$ cat config.mk
export PLATFORM = sky130hd
export DESIGN_NAME = pipelined_add_sub
export DESIGN_NICKNAME = d
export VERILOG_FILES = /design/src/rtl/apu_arith_pkg.sv /design/src/rtl/adder_stage.sv /design/src/rtl/pipelined_add_sub.sv
export SDC_FILE = /design/constraint.sdc
export NUM_CORES = 1
export LEC_CHECK = 0
export ABC_AREA = 1
export ABC_CLOCK_PERIOD_IN_PS = 2700
export CAP_MARGIN = 20
export CORE_MARGIN = 3
export CORE_UTILIZATION = 50
export CTS_BUF_LIST = sky130_fd_sc_hd__clkbuf_16
export CTS_CLUSTER_DIAMETER = 50
export CTS_CLUSTER_SIZE = 8
export DETAILED_ROUTE_END_ITERATION = 10
export HOLD_SLACK_MARGIN = 0.15
export PLACE_DENSITY = 0.73
export SYNTH_ARGS = -nofsm -noshare
export SYNTH_HDL_FRONTEND = slang
export SYNTH_SLANG_ARGS = --single-unit
$ cat constraint.sdc
create_clock -name clk -period 2.7 [get_ports clk]
set_input_delay 0.405 -clock clk [delete_from_list [all_inputs] [get_ports clk]]
set_output_delay 0.405 -clock clk [all_outputs]
set_load 0.01 [all_outputs]
$ cat src/rtl/apu_arith_pkg.sv
// Shared definitions for the APU arithmetic units: status flag layout and
// pipeline sizing helper.
package apu_arith_pkg;

  localparam int unsigned FLAG_CARRY = 0;
  localparam int unsigned FLAG_OVF   = 1;
  localparam int unsigned FLAG_ZERO  = 2;
  localparam int unsigned FLAG_W     = 3;

  typedef logic [FLAG_W-1:0] flags_t;

  // Number of ripple chunks (and pipeline stages) for a given datapath width.
  function automatic int unsigned num_stages(input int unsigned width,
                                             input int unsigned chunk);
    return (chunk == 0) ? 0 : width / chunk;
  endfunction

endpackage

$ cat src/rtl/adder_stage.sv
// One CHUNK-bit ripple add slice with registered sum, valid and status flags.
// The zero flag accumulates across slices; overflow is only meaningful on the top slice.
module adder_stage
  import apu_arith_pkg::*;
#(
  parameter int unsigned CHUNK = 8
) (
  input  logic             clk,
  input  logic             reset,
  input  logic             adv,
  input  logic             valid_in,
  input  logic [CHUNK-1:0] a,
  input  logic [CHUNK-1:0] b,
  input  logic             carry_in,
  input  logic             zero_in,
  output logic             valid,
  output logic [CHUNK-1:0] sum,
  output flags_t           flags
);

  localparam int unsigned CW = CHUNK + 1;

  logic [CHUNK:0] full_c;
  logic           msb_carry_c;

  // Carry into the slice MSB is recovered from the MSB sum bit.
  always_comb begin
    full_c      = {1'b0, a} + {1'b0, b} + CW'(carry_in);
    msb_carry_c = a[CHUNK-1] ^ b[CHUNK-1] ^ full_c[CHUNK-1];
  end

  always_ff @(posedge clk) begin
    if (reset) begin
      valid <= 1'b0;
      sum   <= '0;
      flags <= '0;
    end else if (adv) begin
      valid             <= valid_in;
      sum               <= full_c[CHUNK-1:0];
      flags[FLAG_CARRY] <= full_c[CHUNK];
      flags[FLAG_OVF]   <= msb_carry_c ^ full_c[CHUNK];
      flags[FLAG_ZERO]  <= zero_in && (full_c[CHUNK-1:0] == '0);
    end
  end

endmodule

$ cat src/rtl/pipelined_add_sub.sv
// Pipelined WIDTH-bit adder/subtractor: STAGES ripple slices separated by
// registers, valid/ready on both sides, one global advance enable.
module pipelined_add_sub
  import apu_arith_pkg::*;
#(
  parameter int unsigned WIDTH = 32,
  parameter int unsigned CHUNK = 8
) (
  input  logic             clk,
  input  logic             reset,
  input  logic             inValid,
  output logic             inReady,
  input  logic [WIDTH-1:0] a,
  input  logic [WIDTH-1:0] b,
  input  logic             carryIn,
  input  logic             subtract,
  output logic             outValid,
  input  logic             outReady,
  output logic [WIDTH-1:0] sum,
  output logic             carryOut,
  output logic             overflow,
  output logic             zero
);

  localparam int unsigned STAGES = num_stages(WIDTH, CHUNK);

  if (CHUNK == 0) begin : g_bad_chunk
    $fatal(1, "pipelined_add_sub: CHUNK must be non-zero");
  end else if (((WIDTH % CHUNK) != 0) || (STAGES < 1)) begin : g_bad_width
    $fatal(1, "pipelined_add_sub: WIDTH must be a non-zero multiple of CHUNK");
  end

  logic             adv_c;
  logic [WIDTH-1:0] b_eff_c;

  // The whole pipeline moves together; a held result stalls every stage.
  assign adv_c   = !outValid || outReady;
  assign inReady = adv_c;
  assign b_eff_c = subtract ? ~b : b;

  logic [CHUNK-1:0] st_a     [STAGES];
  logic [CHUNK-1:0] st_b     [STAGES];
  logic             st_cin   [STAGES];
  logic             st_zin   [STAGES];
  logic             st_vin   [STAGES];
  logic             st_valid [STAGES];
  logic [CHUNK-1:0] st_sum   [STAGES];
  flags_t           st_flags [STAGES];

  for (genvar s = 0; s < STAGES; s++) begin : g_stage
    if (s == 0) begin : g_head
      assign st_a[s]   = a[CHUNK-1:0];
      assign st_b[s]   = b_eff_c[CHUNK-1:0];
      assign st_cin[s] = carryIn;
      assign st_zin[s] = 1'b1;
      assign st_vin[s] = inValid;
    end else begin : g_body
      assign st_a[s]   = g_skw[s].qa[CHUNK-1:0];
      assign st_b[s]   = g_skw[s].qb[CHUNK-1:0];
      assign st_cin[s] = st_flags[s-1][FLAG_CARRY];
      assign st_zin[s] = st_flags[s-1][FLAG_ZERO];
      assign st_vin[s] = st_valid[s-1];
    end

    adder_stage #(
      .CHUNK (CHUNK)
    ) u_stage (
      .clk      (clk),
      .reset    (reset),
      .adv      (adv_c),
      .valid_in (st_vin[s]),
      .a        (st_a[s]),
      .b        (st_b[s]),
      .carry_in (st_cin[s]),
      .zero_in  (st_zin[s]),
      .valid    (st_valid[s]),
      .sum      (st_sum[s]),
      .flags    (st_flags[s])
    );
  end

  // Skew: g_skw[s] holds operand chunks s..STAGES-1, aligned with stage s-1 output.
  for (genvar s = 1; s < STAGES; s++) begin : g_skw
    logic [(STAGES-s)*CHUNK-1:0] qa;
    logic [(STAGES-s)*CHUNK-1:0] qb;
    logic [(STAGES-s)*CHUNK-1:0] qa_src_c;
    logic [(STAGES-s)*CHUNK-1:0] qb_src_c;

    if (s == 1) begin : g_src
      assign qa_src_c = a[WIDTH-1:CHUNK];
      assign qb_src_c = b_eff_c[WIDTH-1:CHUNK];
    end else begin : g_src
      assign qa_src_c = g_skw[s-1].qa[(STAGES-s+1)*CHUNK-1:CHUNK];
      assign qb_src_c = g_skw[s-1].qb[(STAGES-s+1)*CHUNK-1:CHUNK];
    end

    always_ff @(posedge clk) begin
      if (reset) begin
        qa <= '0;
        qb <= '0;
      end else if (adv_c) begin
        qa <= qa_src_c;
        qb <= qb_src_c;
      end
    end
  end

  // Deskew: g_dsk[s] holds finished sum chunks 0..s-1, aligned with stage s output.
  for (genvar s = 1; s < STAGES; s++) begin : g_dsk
    logic [s*CHUNK-1:0] q;
    logic [s*CHUNK-1:0] src_c;

    if (s == 1) begin : g_src
      assign src_c = st_sum[0];
    end else begin : g_src
      assign src_c = {st_sum[s-1], g_dsk[s-1].q};
    end

    always_ff @(posedge clk) begin
      if (reset) begin
        q <= '0;
      end else if (adv_c) begin
        q <= src_c;
      end
    end
  end

  assign outValid = st_valid[STAGES-1];
  assign carryOut = st_flags[STAGES-1][FLAG_CARRY];
  assign overflow = st_flags[STAGES-1][FLAG_OVF];
  assign zero     = st_flags[STAGES-1][FLAG_ZERO];

  if (STAGES == 1) begin : g_sum
    assign sum = st_sum[0];
  end else begin : g_sum
    assign sum = {st_sum[STAGES-1], g_dsk[STAGES-1].q};
  end

endmodule

# Word level (Yosys, flattened, before mapping)
# Cells that the tools add are included.
dict set report word_totals {
  out_inout_bits 37
  regBits 192
  elab_cells 52
  inputBits 70
}
dict set report op_classes {
  n_reduce_logical 9
  n_addsub 8
  bitwise 13
  n_mux 1
}
# operator n
set op_table {}
lappend op_table {{$add 8x8->9} 4}
lappend op_table {{$add 9x1->9} 4}
lappend op_table {{$logic_not 8->1} 4}
lappend op_table {{$mux 32} 1}
lappend op_table {{$not 32->32} 1}
lappend op_table {{$xor 1x1->1} 12}
lappend op_table {{$logic_and 1x1->1} 3}
lappend op_table {{$logic_not 1->1} 1}
lappend op_table {{$logic_or 1x1->1} 1}

# Depth between registers and ports, before layout
dict set report depth {
  ltp_word 6
  mapped_depth 15
  ltp_nobuf 13
}

# Hierarchy
# A second synthesis with hierarchy kept.
dict set report hier_totals {
  hier_cells 1538
  area_unflattened_um2 9815.7
}
# mod seq_area_each_um2 n_inst cells_per_inst area_per_inst_um2
set modules_own_cells {}
lappend modules_own_cells {pipelined_add_sub 2882.8 1 1006 6372.4}
lappend modules_own_cells {adder_stage 240.2 4 133 860.8}

# Worst setup path after synthesis
# OpenSTA, ideal clock, no wires.
dict set report synth_timing {
  kind {in2reg}
  start {input subtract}
  end {register g_stage[0].u_stage.flags[2]}
  stages 13
  slack_ns 0.379
  arrival_ns 2.205
  setup_ns 0.116
  required_time_ns 2.584
  path_buffers 2
  cell_sequence {buf_2 > buf_2 > xor2_1 > fa_1 > inv_1 > fa_1 > or2_2 > nand3_1 > nor2_1 > nand3_1 > nor2_1 > nand3_1 > a21oi_1}
}
dict set report synth_via {
  elab_chain_len 4
}
# item line
set synth_rtl {}
lappend synth_rtl {{start, declared} pipelined_add_sub.sv:16} ;# input logic subtract,
lappend synth_rtl {{$mux 32} pipelined_add_sub.sv:39} ;# assign b_eff_c = subtract ? ~b : b;
lappend synth_rtl {{$add 8x8->9} adder_stage.sv:28} ;# full_c = {1'b0, a} + {1'b0, b} + CW'(carry_in);
lappend synth_rtl {{$add 9x1->9} adder_stage.sv:28}
lappend synth_rtl {{$logic_not 8->1} adder_stage.sv:42} ;# flags[FLAG_ZERO] <= zero_in && (full_c[CHUNK-1:0] == '0);
lappend synth_rtl {{end signal, assigned by index} adder_stage.sv:40} ;# flags[FLAG_CARRY] <= full_c[CHUNK];
lappend synth_rtl {{end signal, assigned by index} adder_stage.sv:41} ;# flags[FLAG_OVF] <= msb_carry_c ^ full_c[CHUNK];
lappend synth_rtl {{end signal, assigned by index} adder_stage.sv:42}
lappend synth_rtl {{end, declared} adder_stage.sv:18} ;# output flags_t flags
# Every way passes these cells.
# A chain may end at the register's enable or synchronous reset.

# Worst setup path in the final report
dict set report layout_timing {
  start {input outReady}
  end {output inReady}
}
dict set report layout_via {
  elab_chain_len 1
}
# item line
set layout_rtl {}
lappend layout_rtl {{start, declared} pipelined_add_sub.sv:18} ;# input logic outReady,
lappend layout_rtl {{$logic_or 1x1->1} pipelined_add_sub.sv:37} ;# assign adv_c = !outValid || outReady;
lappend layout_rtl {{end, declared} pipelined_add_sub.sv:12} ;# output logic inReady,
# Every way passes these cells.

==> results by group <==
STA
  – Unrepaired setup endpoints after global routing: false
  – Final Max Slew Viols: 0
  – # setup viols final: 0
  – Max frequency: roughly 470 MHz
  – Endpoints failing hold: 0
  – Worst-Margin Slew: a little over 600 ps
  – Setup tns final: 0 ps
  – Final Skew: 10.8 ps
  – Part of the cycle the worst path needs: 0.783
  – Fin crit period: between 2000 and 2500 ps
  – Slew HR: 0.585

Synth
  – Syn Nets: between 1000 and 1500
  – Largest family of logic cells by synthesized area: simple AND/OR/NAND/NOR gates
  – Post-synthesis sequential area ratio: 0.450
  – Syn. warnings: 0
  – Synth unique cells: 30
  – Mapped Area: approximately 0.0084 mm^2
  – Xor-xnor portion of the synthesized cell area: 0.0333
  – Yosys reg bits: ~190
  – Synth Instances: between 1000 and 1500
  – Syn avg cell area: 7.54 um^2
  – Adder-Cell Fraction of Synth Area: 0.0607
  – Simple-gate share of the synthesized area: 0.223
  – Post-synthesis mux area share: 0
  – Synth Area in Compound Gates: 0.160

Floorplanning
  – Die width: 136 um
  – Chip height: roughly 140 um
  – Die area: approximately 0.018 mm^2
  – # rows: 46
  – Core area: between 0.015 and 0.02 mm^2
  – Initial core utilization: 0.520
  – I/O Pins: ~110

Setup path
  – CP Class: in2out
  – Worst EP arrival: 1710 ps
  – Worst reg2reg setup slack: about 630 ps
  – Critical path fanouts, max: 21
  – FF-to-FF Start: g_skw[1].qa[0]$_SDFFE_PP0P_
  – Startpoint types: input pin
  – Critical Path RT: roughly 2300 ps
  – Setup crit end kind: primary output
  – Reg2Reg Depth: 11
  – Worst R2R End: g_stage[1].u_stage.flags[2]$_SDFFE_PP0P_

Min path
  – WHS Path Cells: 2
  – Hold wc startpoint: g_skw[1].qb[9]$_SDFFE_PP0P_
  – Worst min path class: reg2reg
  – Hold Path End: g_skw[2].qb[1]$_SDFFE_PP0P_

Power
  – Clock share of power: 0.357
  – PwrDens: ~620 mW/mm^2
  – Reg power frac: 0.497
  – Switching part of the total: 0.256
  – Pleak: 0.00445 uW
  – Pint: between 4000 and 5000 uW
  – Psw: 1600 uW
  – VDD IR max: ~0.00042 V
  – Combinational share of power: 0.146

Drt
  – Uppermost layer routed: met4
  – Final WL: about 18 mm
  – DR WL met2: 7.87 mm
  – Iter 0 DRT Violations: 411
  – Routed vias/inst: roughly 5
  – Number of remaining DRC errors: 0
  – WL met1: roughly 8.9 mm
  – Antenna Nets Post-Route: 0
  – Wire length on met3: between 800 and 900 um
  – Via count: between 7000 and 8000
  – Drt pass-1 iters: 5
  – Routed length per placed instance: around 13 um

Clock network
  – Sinks on Clock Net: 189
  – # H-tree levels: 4
  – Cts repair resizes: 0
  – Clk root buf: clkbuf_16
  – Clk Latency, worst-skew pair: around 430 ps
  – Max Buffers Root-to-Sink: 2
  – Total CTS buffers: 17
  – CTS Hold Bufs: 0
  – CTS tree: yes
  – Worst-path clk slew: roughly 60 ps
  – Setup Fix Bufs, Post-CTS: 0

Global routing
  – Global-route wire length before repair: 30.5 mm
  – Largest net degree at the start of global routing: between 70 and 80
  – Total GRT Usage: 0.202
  – Antenna violations before repair: 0
  – Vias in the first global route: 6467
  – Grt total ovfl: 0

Finish
  – Fillcell total: 1455
  – Post-Layout Cell Count: 1420
  – Layout cells sized above 1: 0.0532
  – Commonest non-fill, non-tap cell in the layout: nor2_1
  – Fin nets: 1297
  – Most frequent cells in the layout: nor2_1 (261), dfxtp_1 (189), o21ai_0 (144)
  – ANT cells: 0
  – Synth-to-Final Area Change: 20.7%

Job
  – Number of max-cap violations: 0

Placed design
  – Final HPWL DP: between 10 and 15 mm
  – Placed cell count: about 1400
  – GPL Wtd Cong: approximately 0.84
  – Port bufs: roughly 110

Run status
  – Status: finished, final reports clean
## registers in the layout, summed over array words and instances (netlist names)
| signal | flops |
|---|---|
| g_dsk.q | 48 |
| g_skw.qa | 48 |
| g_skw.qb | 48 |
| g_stage.u_stage.flags | 9 |
| g_stage.u_stage.sum | 32 |
| g_stage.u_stage.valid | 4 |
## cell families after synthesis
group                    count (synthesis)
AO/OA/AOI/OAI                          253
XOR/XNOR                                32
adder cells (fa/ha/maj)                 36
buffers and inverters                  148
flip-flops                             189
AND/OR/NAND/NOR                        458
## critical path: stages
cell             delay (ps)
clkdlybuf4s50_1         450
inv_1                    90
nand2_8                 170
clkdlybuf4s50_1         580
## through the flow
stage               hold WS (ps)  setup WS, ps  area, um^2  total power (uW)   util
floorplan                    420           379        8410              3740      -
global placement             426           209        9630              4060  0.595
detailed placement           430           163        9630              4070  0.595
CTS                          442           574       10100              6300  0.628
global route                 470           464       10100              6570  0.628
finish                       444           586       10100              6250  0.628
## cells in the mapped netlist
cell type	instances	share of area
nand3b_1	9	0.0080
fa_1	8	0.019
a21oi_1	56	0.033
a31oi_1	2	0.0015
nand3_1	29	0.017
nor2_2	2	0.0015
ha_1	28	0.042
clkbuf_1	30	0.013
dfxtp_1	189	0.45
inv_1	79	0.035
or2_1	2	0.0015
o21bai_1	4	0.0036
buf_4	3	0.0027
buf_6	1	0.0013
xnor2_1	25	0.026
o21ai_1	24	0.014
nand2_1	132	0.059
or2_2	2	0.0015
a21oi_2	5	0.0052
nand2_2	7	0.0052
o21ai_0	144	0.086
nor2_1	261	0.12
buf_2	28	0.017
xor2_1	7	0.0073
o211ai_1	17	0.015
o211a_1	1	0.0012
nand4_1	8	0.0059
inv_2	4	0.0018
nand3_2	6	0.0071
clkbuf_2	3	0.0018
## worst max path at each step
| stage | endpoint | slack, ps | startpoint |
|---|---|---|---|
| after global placement | g_stage[0].u_stage.flags[2]$_SDFFE_PP0P_ | 210 | b[0] |
| final | inReady | 590 | outReady |
| after CTS | inReady | 570 | outReady |
| after global routing | g_stage[0].u_stage.flags[2]$_SDFFE_PP0P_ | 460 | b[0] |
| after detailed placement | g_stage[0].u_stage.flags[2]$_SDFFE_PP0P_ | 160 | b[0] |
| after floorplan | g_stage[0].u_stage.flags[2]$_SDFFE_PP0P_ | 380 | subtract |
## power groups by stage
stage / clock, uW / combinational, uW / sequential, uW
6_report: 2230 / 911 / 3110
3_5_place_dp: 0 / 909 / 3170
5_1_grt: 2390 / 1050 / 3130
4_1_cts: 2280 / 919 / 3110
3_3_place_gp: 0 / 893 / 3170
2_1_floorplan: 0 / 602 / 3140
## metal layers
metal	vias to the layer above	GRT usage
li1	3779	-
met5	-	0
met4	0	0.0594
met3	19	0.0371
met2	152	0.304
met1	3164	0.297
## layout make-up
cell class                 instances  area [um^2]  share of cell area
sequential                       189         3780               0.373
inverter                          83          317              0.0312
timing repair buffer             121         1230               0.121
clock buffer                      17          425              0.0419
tap                              216          270              0.0266
clock inverter                    15         93.8             0.00925
multi-input combinational        779         4030               0.397
No activity file was read; power rests on OpenSTA's default activity.
